### src/rtl/ecc_pkg.sv
// ---------------------------------------------------------------------------
// ecc_pkg
// Shared ECC helpers and types.
//   get_cw_width(d) : number of Hamming parity bits needed to cover d data bits
//   cw_width(d)     : full SECDED codeword width (data + Hamming parity + overall parity)
//   scrub_state_e   : state encoding of the background scrubber FSM
// ---------------------------------------------------------------------------
package ecc_pkg;

    // Smallest p such that 2**p >= d + p + 1 (classic Hamming bound).
    function automatic int get_cw_width(input int data_width);
        int p;
        p = 1;
        while ((2 ** p) < (data_width + p + 1)) begin
            p = p + 1;
        end
        return p;
    endfunction

    // The extra bit is the overall parity that turns SEC into SECDED.
    function automatic int cw_width(input int data_width);
        return data_width + get_cw_width(data_width) + 1;
    endfunction

    typedef enum logic [1:0] {
        IDLE  = 2'd0,
        READ  = 2'd1,
        CHECK = 2'd2,
        WRITE = 2'd3
    } scrub_state_e;

endpackage : ecc_pkg

### src/rtl/ecc_scrubber.sv
// ---------------------------------------------------------------------------
// ecc_scrubber
// Background scrubber for one SECDED-protected single-port SRAM bank. It
// steals idle bank cycles to read one word per trigger, hands the codeword to
// an external decoder/re-encoder, and writes back the corrected codeword on a
// single-bit error. The core always wins the bank port.
//
// Ports
//   clk_i, rst_i         clock, synchronous active-high reset
//   scrub_trigger_i      start one scrub step (sampled in IDLE)
//   intc_*               core side: req/we/add/wdata in, gnt/rdata out
//   bank_*               bank side: req/we/add/wdata out, rdata in (1-cycle latency)
//   ecc_cw_o             codeword to the external decoder
//   ecc_corr_cw_i        corrected, re-encoded codeword from the decoder
//   single_error_i       decoder: correctable error
//   double_error_i       decoder: uncorrectable error (wins over single)
//   nb_corrected_o       saturating count of corrected words
//   nb_uncorr_o          saturating count of uncorrectable words
//   busy_o               FSM not in IDLE
// ---------------------------------------------------------------------------
module ecc_scrubber
    import ecc_pkg::*;
#(
    parameter int  BankSize  = 256,
    parameter int  DataWidth = 32,
    parameter int  CntWidth  = 16,
    localparam int CwWidth   = cw_width(DataWidth),
    localparam int AddrWidth = $clog2(BankSize)
) (
    input  logic                 clk_i,
    input  logic                 rst_i,
    input  logic                 scrub_trigger_i,

    input  logic                 intc_req_i,
    input  logic                 intc_we_i,
    input  logic [AddrWidth-1:0] intc_add_i,
    input  logic [CwWidth-1:0]   intc_wdata_i,
    output logic                 intc_gnt_o,
    output logic [CwWidth-1:0]   intc_rdata_o,

    output logic                 bank_req_o,
    output logic                 bank_we_o,
    output logic [AddrWidth-1:0] bank_add_o,
    output logic [CwWidth-1:0]   bank_wdata_o,
    input  logic [CwWidth-1:0]   bank_rdata_i,

    output logic [CwWidth-1:0]   ecc_cw_o,
    input  logic [CwWidth-1:0]   ecc_corr_cw_i,
    input  logic                 single_error_i,
    input  logic                 double_error_i,

    output logic [CntWidth-1:0]  nb_corrected_o,
    output logic [CntWidth-1:0]  nb_uncorr_o,
    output logic                 busy_o
);

    scrub_state_e         state_q, state_d;
    logic [AddrWidth-1:0] addr_q, addr_d;
    logic [CwWidth-1:0]   corr_cw_q, corr_cw_d;
    logic                 drop_q, drop_d;
    logic [CntWidth-1:0]  nb_corr_q, nb_corr_d;
    logic [CntWidth-1:0]  nb_uncorr_q, nb_uncorr_d;

    logic [AddrWidth-1:0] addr_inc;
    logic                 core_hits_addr;
    logic                 leave_write;
    logic                 scrub_req;
    logic                 scrub_we;

    // A core write to the word being scrubbed makes the latched correction stale.
    assign core_hits_addr = intc_req_i & intc_we_i & (intc_add_i == addr_q);

    // Explicit wrap so non-power-of-two banks also roll over correctly.
    assign addr_inc = (addr_q == AddrWidth'(BankSize - 1)) ? '0 : addr_q + AddrWidth'(1);

    // WRITE finishes when the write-back is issued (port free), or immediately
    // when the write-back has been cancelled by a core write to the same word.
    assign leave_write = drop_q | core_hits_addr | ~intc_req_i;

    // -----------------------------------------------------------------------
    // State register
    // -----------------------------------------------------------------------
    always_ff @(posedge clk_i) begin
        if (rst_i) begin
            state_q <= IDLE;
        end else begin
            state_q <= state_d;
        end
    end

    // -----------------------------------------------------------------------
    // Next-state logic
    // -----------------------------------------------------------------------
    always_comb begin
        state_d = state_q;
        unique case (state_q)
            IDLE:  if (scrub_trigger_i) state_d = READ;
            READ:  if (!intc_req_i) state_d = CHECK;
            CHECK: begin
                if (double_error_i) begin
                    state_d = IDLE;
                end else if (single_error_i) begin
                    state_d = WRITE;
                end else begin
                    state_d = IDLE;
                end
            end
            WRITE: if (leave_write) state_d = IDLE;
            default: state_d = IDLE;
        endcase
    end

    // -----------------------------------------------------------------------
    // Output logic: scrubber request and bank port mux
    // -----------------------------------------------------------------------
    always_comb begin
        // Gating with rst_i keeps a pending write-back off the bank in the reset cycle.
        scrub_req = ~rst_i & ((state_q == READ) | ((state_q == WRITE) & ~drop_q));
        scrub_we  = (state_q == WRITE);

        bank_req_o   = 1'b0;
        bank_we_o    = 1'b0;
        bank_add_o   = '0;
        bank_wdata_o = '0;
        if (intc_req_i) begin
            bank_req_o   = 1'b1;
            bank_we_o    = intc_we_i;
            bank_add_o   = intc_add_i;
            bank_wdata_o = intc_wdata_i;
        end else if (scrub_req) begin
            bank_req_o   = 1'b1;
            bank_we_o    = scrub_we;
            bank_add_o   = addr_q;
            bank_wdata_o = corr_cw_q;
        end

        busy_o = (state_q != IDLE);
    end

    assign intc_gnt_o     = intc_req_i;
    assign intc_rdata_o   = bank_rdata_i;
    assign ecc_cw_o       = bank_rdata_i;
    assign nb_corrected_o = nb_corr_q;
    assign nb_uncorr_o    = nb_uncorr_q;

    // -----------------------------------------------------------------------
    // Datapath: scrub address, latched correction, drop flag, counters
    // -----------------------------------------------------------------------
    always_comb begin
        addr_d      = addr_q;
        corr_cw_d   = corr_cw_q;
        drop_d      = drop_q;
        nb_corr_d   = nb_corr_q;
        nb_uncorr_d = nb_uncorr_q;

        unique case (state_q)
            CHECK: begin
                if (double_error_i) begin
                    addr_d = addr_inc;
                    if (nb_uncorr_q != '1) nb_uncorr_d = nb_uncorr_q + CntWidth'(1);
                end else if (single_error_i) begin
                    corr_cw_d = ecc_corr_cw_i;
                    // Core overwriting the word while we decode it: keep the count,
                    // but the write-back must not clobber the fresh core data.
                    drop_d    = core_hits_addr;
                    if (nb_corr_q != '1) nb_corr_d = nb_corr_q + CntWidth'(1);
                end else begin
                    addr_d = addr_inc;
                end
            end
            WRITE: begin
                if (leave_write) begin
                    addr_d = addr_inc;
                    drop_d = 1'b0;
                end
            end
            default: ;
        endcase
    end

    always_ff @(posedge clk_i) begin
        if (rst_i) begin
            addr_q      <= '0;
            corr_cw_q   <= '0;
            drop_q      <= 1'b0;
            nb_corr_q   <= '0;
            nb_uncorr_q <= '0;
        end else begin
            addr_q      <= addr_d;
            corr_cw_q   <= corr_cw_d;
            drop_q      <= drop_d;
            nb_corr_q   <= nb_corr_d;
            nb_uncorr_q <= nb_uncorr_d;
        end
    end

endmodule : ecc_scrubber

### config.mk
export PLATFORM = sky130hd
export DESIGN_NAME = ecc_scrubber
export DESIGN_NICKNAME = d
export VERILOG_FILES = /design/src/rtl/ecc_pkg.sv /design/src/rtl/ecc_scrubber.sv
export SDC_FILE = /design/constraint.sdc
export NUM_CORES = 1
export LEC_CHECK = 0
export BUFFER_PORTS_ARGS = -buffer_cell sky130_fd_sc_hd__buf_2
export CAP_MARGIN = 0
export CORE_UTILIZATION = 35
export DETAILED_ROUTE_END_ITERATION = 8
export PLACE_DENSITY = 0.67
export SKIP_LAST_GASP = 1
export SLEW_MARGIN = 20
export SYNTH_ARGS = -nofsm -noshare
export SYNTH_HDL_FRONTEND = slang
export SYNTH_SLANG_ARGS = --single-unit
### constraint.sdc
create_clock -name clk_i -period 2.34 [get_ports clk_i]
set_input_delay 0.234 -clock clk_i [delete_from_list [all_inputs] [get_ports clk_i]]
set_output_delay 0.234 -clock clk_i [all_outputs]
set_load 0.02 [all_outputs]
# Yosys cells after proc, flatten, opt, wreduce, memory -nomap -nowiden

Cells that the tools add are included.

Flip-flop bits (word level): 82
Bits of input ports: 132
Logic and storage cells: 65

$add $sub $neg: 3
Equal/unequal tests: 13
Muxes and demuxes: 23
Bitwise operators: 11
Reduce and logical (&&, ||, !) cells: 9

Operators by type and width:

| kind                                           | number |
|---|---|
| two-way mux 39 bit                             | 2 |
| two-way mux 8 bit                              | 6 |
| adder 16 x 1 -> 16 bit (second input constant) | 2 |
| != test 16 bit (second input constant)         | 2 |
| one-hot mux 8 bit (2 select lines)             | 1 |
| AND reduction 3 bit                            | 4 |
| two-way mux 2 bit                              | 5 |
| != test 2 bit (second input constant)          | 5 |
| adder 8 x 1 -> 8 bit (second input constant)   | 1 |
| == test 8 bit                                  | 1 |
| == test 8 bit (second input constant)          | 1 |
| one-hot mux 2 bit (4 select lines)             | 1 |
| AND reduction 4 bit                            | 2 |
| two-way mux 1 bit                              | 7 |
| bitwise AND 1 bit                              | 4 |
| == test 2 bit (second input constant)          | 2 |
| NOT 1 bit                                      | 4 |
| nonzero test 2 bit                             | 2 |
| != test 3 bit (second input constant)          | 1 |
| OR 1 bit                                       | 3 |
| == test 2 x 1 -> 1 bit (second input constant) | 1 |
| zero test 2 bit                                | 1 |
| one-hot mux 1 bit (2 select lines)             | 1 |

# Logic depth before layout (Yosys ltp)

Depth after elaboration: 6
Gate-level depth with buffers: 7

# Worst setup path before layout

OpenSTA, ideal clock, no wires.

Path type: reg-to-reg
Start: register nb_corr_q[0] (netlist: nb_corrected_o[0])
End: register nb_corr_q[1] (netlist: nb_corrected_o[1])
Library setup time: 128 ps
Data arrival time: 1714 ps
Required time: 2212 ps
Slack: 498 ps
Stages on the path, launching flop included: 8
Path buffers: 1
Period minus slack after synthesis: 1842 ps
Cells stage by stage: dfxtp_1 > ha_1 > inv_1 > or2_1 > o31ai_1 > buf_2 > mux2i_1 > nor2_1

Longest elaborated chain between the ends: 2

Ends and longest elaborated chain:

| element                                                        | line                | source |
|---|---|---|
| from (decl)                                                    | ecc_scrubber.sv:61  | `logic [CntWidth-1:0] nb_corr_q, nb_corr_d;` |
| from (signal assigned)                                         | ecc_scrubber.sv:192 | `nb_corr_q <= nb_corr_d;` |
| branches (longest 2 deep; another with adder 16 x 1 -> 16 bit) | -                   |  |

Several ways; the timed one is not identified.
A chain may end at the register's enable or synchronous reset.

# Final worst setup path

Start: register addr_q[1]
End: register addr_q[4]

Longest elaborated chain between the ends: 6

Ends and longest elaborated chain:

| element                                                      | line                | source |
|---|---|---|
| from (decl)                                                  | ecc_scrubber.sv:58  | `logic [AddrWidth-1:0] addr_q, addr_d;` |
| from (signal assigned)                                       | ecc_scrubber.sv:189 | `addr_q <= addr_d;` |
| branches (longest 6 deep; another with adder 8 x 1 -> 8 bit) | -                   |  |

Several ways; the timed one is not identified. The select of a mux whose other input is x is not followed.

==> qor.tcl <==
set qor(outcome) {finished, final reports clean}
set qor(pwr_density_cell_nw_per_um2) 564
set qor(drc) 0
set qor(clock-skew-final_ns) 0.00457
set qor(post_synth_edffs) 0
set qor(cts.reportedPaths.clkPinSlew_ns) 0.06
set qor(postCtsSetupBuffers) 0
set qor(fin_nets) 840
set qor(detailed_place_hpwl_um) 9470
set qor(global_route.usage.total_pct) 17.4
set qor(crit_start) {addr_q[1]$_SDFFE_PP0P_}
set qor(critical_hold_path_startpoint) {ecc_corr_cw_i[23]}
set qor(holdCritPathClass) {primary input to register}
set qor(cellLeakagePower_nw) 2.53
set qor(clkLatencyLatePin_ns) 0.34
set qor(post_synth_num_cell_types) 56
set qor(seq_area_frac_synth_pct) 33.1
set qor(fillerInstances) 1435
set qor(max_cap_violations) 0
set qor(pwr-share-comb_pct) 12.1
set qor(timing.hold.worst_path_depth) 3
set qor(post_synth.cell_area_avg_um2) 7.96
set qor(regToRegStartpoint) {addr_q[1]$_SDFFE_PP0P_}
set qor(min_delay_worst_endpoint) {corr_cw_q[23]$_SDFFE_PP0P_}
set qor(cts-hold-fix-buffers) 0
set qor(seqPwrFrac_pct) 44.1
set qor(cts-htree-levels) 3
set qor(synthesized_netlist_net_count) 758
set qor(global_route.overflow_total) 0
set qor(dominantRegCellSynth) {sky130_fd_sc_hd__dfxtp_1}
set qor(synth.top_cells.by_count) {sky130_fd_sc_hd__nand2_1 (91), sky130_fd_sc_hd__dfxtp_1 (82), sky130_fd_sc_hd__buf_4 (80)}
set qor(number_of_buffers_created_by_cts) 9
set qor(slew-limit-headroom_pct) 38.7
set qor(fp.dieH_um) 121
set qor(antenna_violating_nets_post_route) 0
set qor(cp.required_ns) 2.61
set qor(detailroute.via_count) 4358
set qor(final_core_util_pct) 41.3
set qor(detail_route.wirelength_um) 12900
set qor(total_switching_power_w) 0.000811
set qor(grt_max_degree) 82
set qor(port_buffers) 175
set qor(critical_path_arrival_ns) 2.34
set qor(internal_power_w) 0.00241
set qor(synth_seq_cells) 82
set qor(drt_pass1_iterations) 4
set qor(synth.cell_area_um2) 4960
set qor(timing.final.max_slew_violations) 0
set qor(yosysMostFrequentCell) {sky130_fd_sc_hd__nand2_1}
set qor(regArea_um2) 1640
set qor(ys_warn_count) 0
set qor(tritoncts) {built}
set qor(post_drt_wl_per_cell_um) 14.5
set qor(sw_frac_of_total_pct) 25.1
set qor(io_pins) 293
set qor(worst_slew_pin_slew_ns) 0.917
set qor(rsz0062_at_grt) {false}
set qor(violation_count_after_the_first_detailed_routing_iteration) 178
set qor(core.rowCount) 43
set qor(signed_area_change_from_the_synthesized_netlist_to_the_final_layout_pct) 15.2
set qor(cts-resized-gates) 0
set qor(synth_top_area_share_pct) 33.1
set qor(routabilityCongestion) 0.779
set qor(setup.worst_path.class) {register to register}
set qor(r2r-end) {addr_q[4]$_SDFFE_PP0P_}
set qor(die-area_um2) 14700
set qor(p_clk_share_pct) 43.8
set qor(clock_tree.buffer_depth) 2
set qor(timing.reg2reg.setup_slack_ns) 0.26
set qor(final_total_negative_setup_slack_ns) 0
set qor(synth_cells) 623
set qor(clock_sink_count) 82
set qor(reg2regPathDepth) 5
set qor(setup.worst_path.start_class) {register}
set qor(cts.root.buffer_cell) {sky130_fd_sc_hd__clkbuf_16}
set qor(synth_largest_area_cell) {sky130_fd_sc_hd__dfxtp_1}
set qor(min_period_over_period_pct) 88.7
set qor(clock.fmax_mhz) 482
set qor(drive_above_1_share_pct) 30.3
set qor(total_of_endpoints_with_negative_setup_slack_in_the_final_report) 0
set qor(end_kind) {register}
set qor(coreArea_um2) 13800
set qor(synth.top_cells.by_area) {sky130_fd_sc_hd__dfxtp_1 (33%), sky130_fd_sc_hd__buf_4 (12%), sky130_fd_sc_hd__mux2i_1 (9.9%), sky130_fd_sc_hd__nand2_1 (6.9%), sky130_fd_sc_hd__nor2_1 (5.8%)}
set qor(first_global_vias) 3857
set qor(synth_async_sr_flop_share_pct) 0
set qor(initial_standard_cell_utilization_of_the_core_pct) 35.9
set qor(die_w_um) 121
set qor(post_drt_via_cell_ratio) 4.90
set qor(final_hold_vios) 0
set qor(cp_max_fo) 15
set qor(final.min_clock_period_ns) 2.08
set qor(ir_worst_vdd_mv) 0.348
set qor(wire_length_of_the_first_global_routing_pass_um) 19900
set qor(multiInputGateArea_um2) 2550
set qor(initial_antenna_violation_count) 0
-- placed cells by master, fill, tap and decap left out, types with 2 or more instances in the layout --
master and instances:
sky130_fd_sc_hd__and3_1 5, sky130_fd_sc_hd__or2_2 2, sky130_fd_sc_hd__clkinvlp_4 2, sky130_fd_sc_hd__dfxtp_1 82, sky130_fd_sc_hd__o211ai_1 3, sky130_fd_sc_hd__xor2_1 20, sky130_fd_sc_hd__nand3b_1 3, sky130_fd_sc_hd__nor4b_1 2
sky130_fd_sc_hd__o21ai_0 9, sky130_fd_sc_hd__and3_2 3, sky130_fd_sc_hd__or3_1 5, sky130_fd_sc_hd__mux2i_1 49, sky130_fd_sc_hd__and4_1 6, sky130_fd_sc_hd__o31ai_1 8, sky130_fd_sc_hd__nand4_1 5, sky130_fd_sc_hd__nand2b_1 2
sky130_fd_sc_hd__nor2_1 77, sky130_fd_sc_hd__nor4_1 3, sky130_fd_sc_hd__nand2_1 91, sky130_fd_sc_hd__o2111ai_1 4, sky130_fd_sc_hd__inv_1 6, sky130_fd_sc_hd__clkinv_2 2, sky130_fd_sc_hd__a21oi_1 55, sky130_fd_sc_hd__ha_1 3
sky130_fd_sc_hd__buf_2 175, sky130_fd_sc_hd__nor3_1 6, sky130_fd_sc_hd__and2_1 4, sky130_fd_sc_hd__buf_4 11, sky130_fd_sc_hd__nor3b_1 2, sky130_fd_sc_hd__or4_1 6, sky130_fd_sc_hd__nand3_1 12, sky130_fd_sc_hd__xnor2_1 11
sky130_fd_sc_hd__clkbuf_16 9
-- final cells by class --
class	count	share of cell area (%)
multi-input combinational	419	44.6
sequential	82	28.7
timing repair buffer	187	17.1
clock buffer	10	4.18
tap	180	3.94
clock inverter	5	0.964
inverter	6	0.394
antenna	1	0.0438
-- worst max-delay path, cell delays in order, from the launching register on --
cell,delay (ns)
sky130_fd_sc_hd__dfxtp_1,0.35
sky130_fd_sc_hd__xor2_1,0.17
sky130_fd_sc_hd__nor3_1,0.39
sky130_fd_sc_hd__o21bai_1,0.37
sky130_fd_sc_hd__or4_1,0.58
sky130_fd_sc_hd__a21oi_1,0.14
-- per-layer routing --
metal  share of wire (%)  track usage (%)
met5                   0                0
met4                 2.5             7.48
met3                 7.0             4.75
met2                  48             28.7
met1                  43             21.1
-- worst max-delay path by stage --
stage / to
6_report: addr_q[4]$_SDFFE_PP0P_
5_1_grt: addr_q[3]$_SDFFE_PP0P_
4_1_cts: bank_wdata_o[15]
3_5_place_dp: addr_q[4]$_SDFFE_PP0P_
3_3_place_gp: addr_q[4]$_SDFFE_PP0P_
2_1_floorplan: nb_corrected_o[1]$_SDFFE_PP0P_
-- flip-flops by register name, summed over array words and instances, names as in the netlist --
register	flops
nb_corrected_o	16
corr_cw_q	39
nb_uncorr_o	16
addr_q	8
drop_q	1
state_q	2
-- per-stage QoR --
stage	power [W]	area, µm²	setup WS, ns	hold slack (ns)	instances
floorplan	0.00188	4960	0.498	0.370	623
global placement	0.00184	5420	0.326	0.441	874
detailed placement	0.00185	5420	0.301	0.446	874
CTS	0.00328	5710	0.260	0.113	889
global route	0.00336	5710	0.145	0.120	889
finish	0.00322	5710	0.264	0.128	890
-- power groups by stage --
stage	clock network, W	logic (W)	registers, W
finish	0.00141	0.000390	0.00142
global placement	0	0.000393	0.00145
floorplan	0	0.000432	0.00144
CTS	0.00147	0.000395	0.00142
detailed placement	0	0.000394	0.00145
global route	0.00152	0.000425	0.00142
-- logic make-up (layout without fill, tap and decap cells) --
logic type,count (synthesis),count (layout),share of synthesized area (%)
fa+ha+maj,3,3,0.757
other cells,0,1,0
simple gates,246,246,23.8
compound gates,90,90,10.7
buf+inv,122,208,16.2
mux,49,49,9.89
flops,82,82,33.1
xor+xnor,31,31,5.47
No activity file was read; power rests on OpenSTA's default activity.
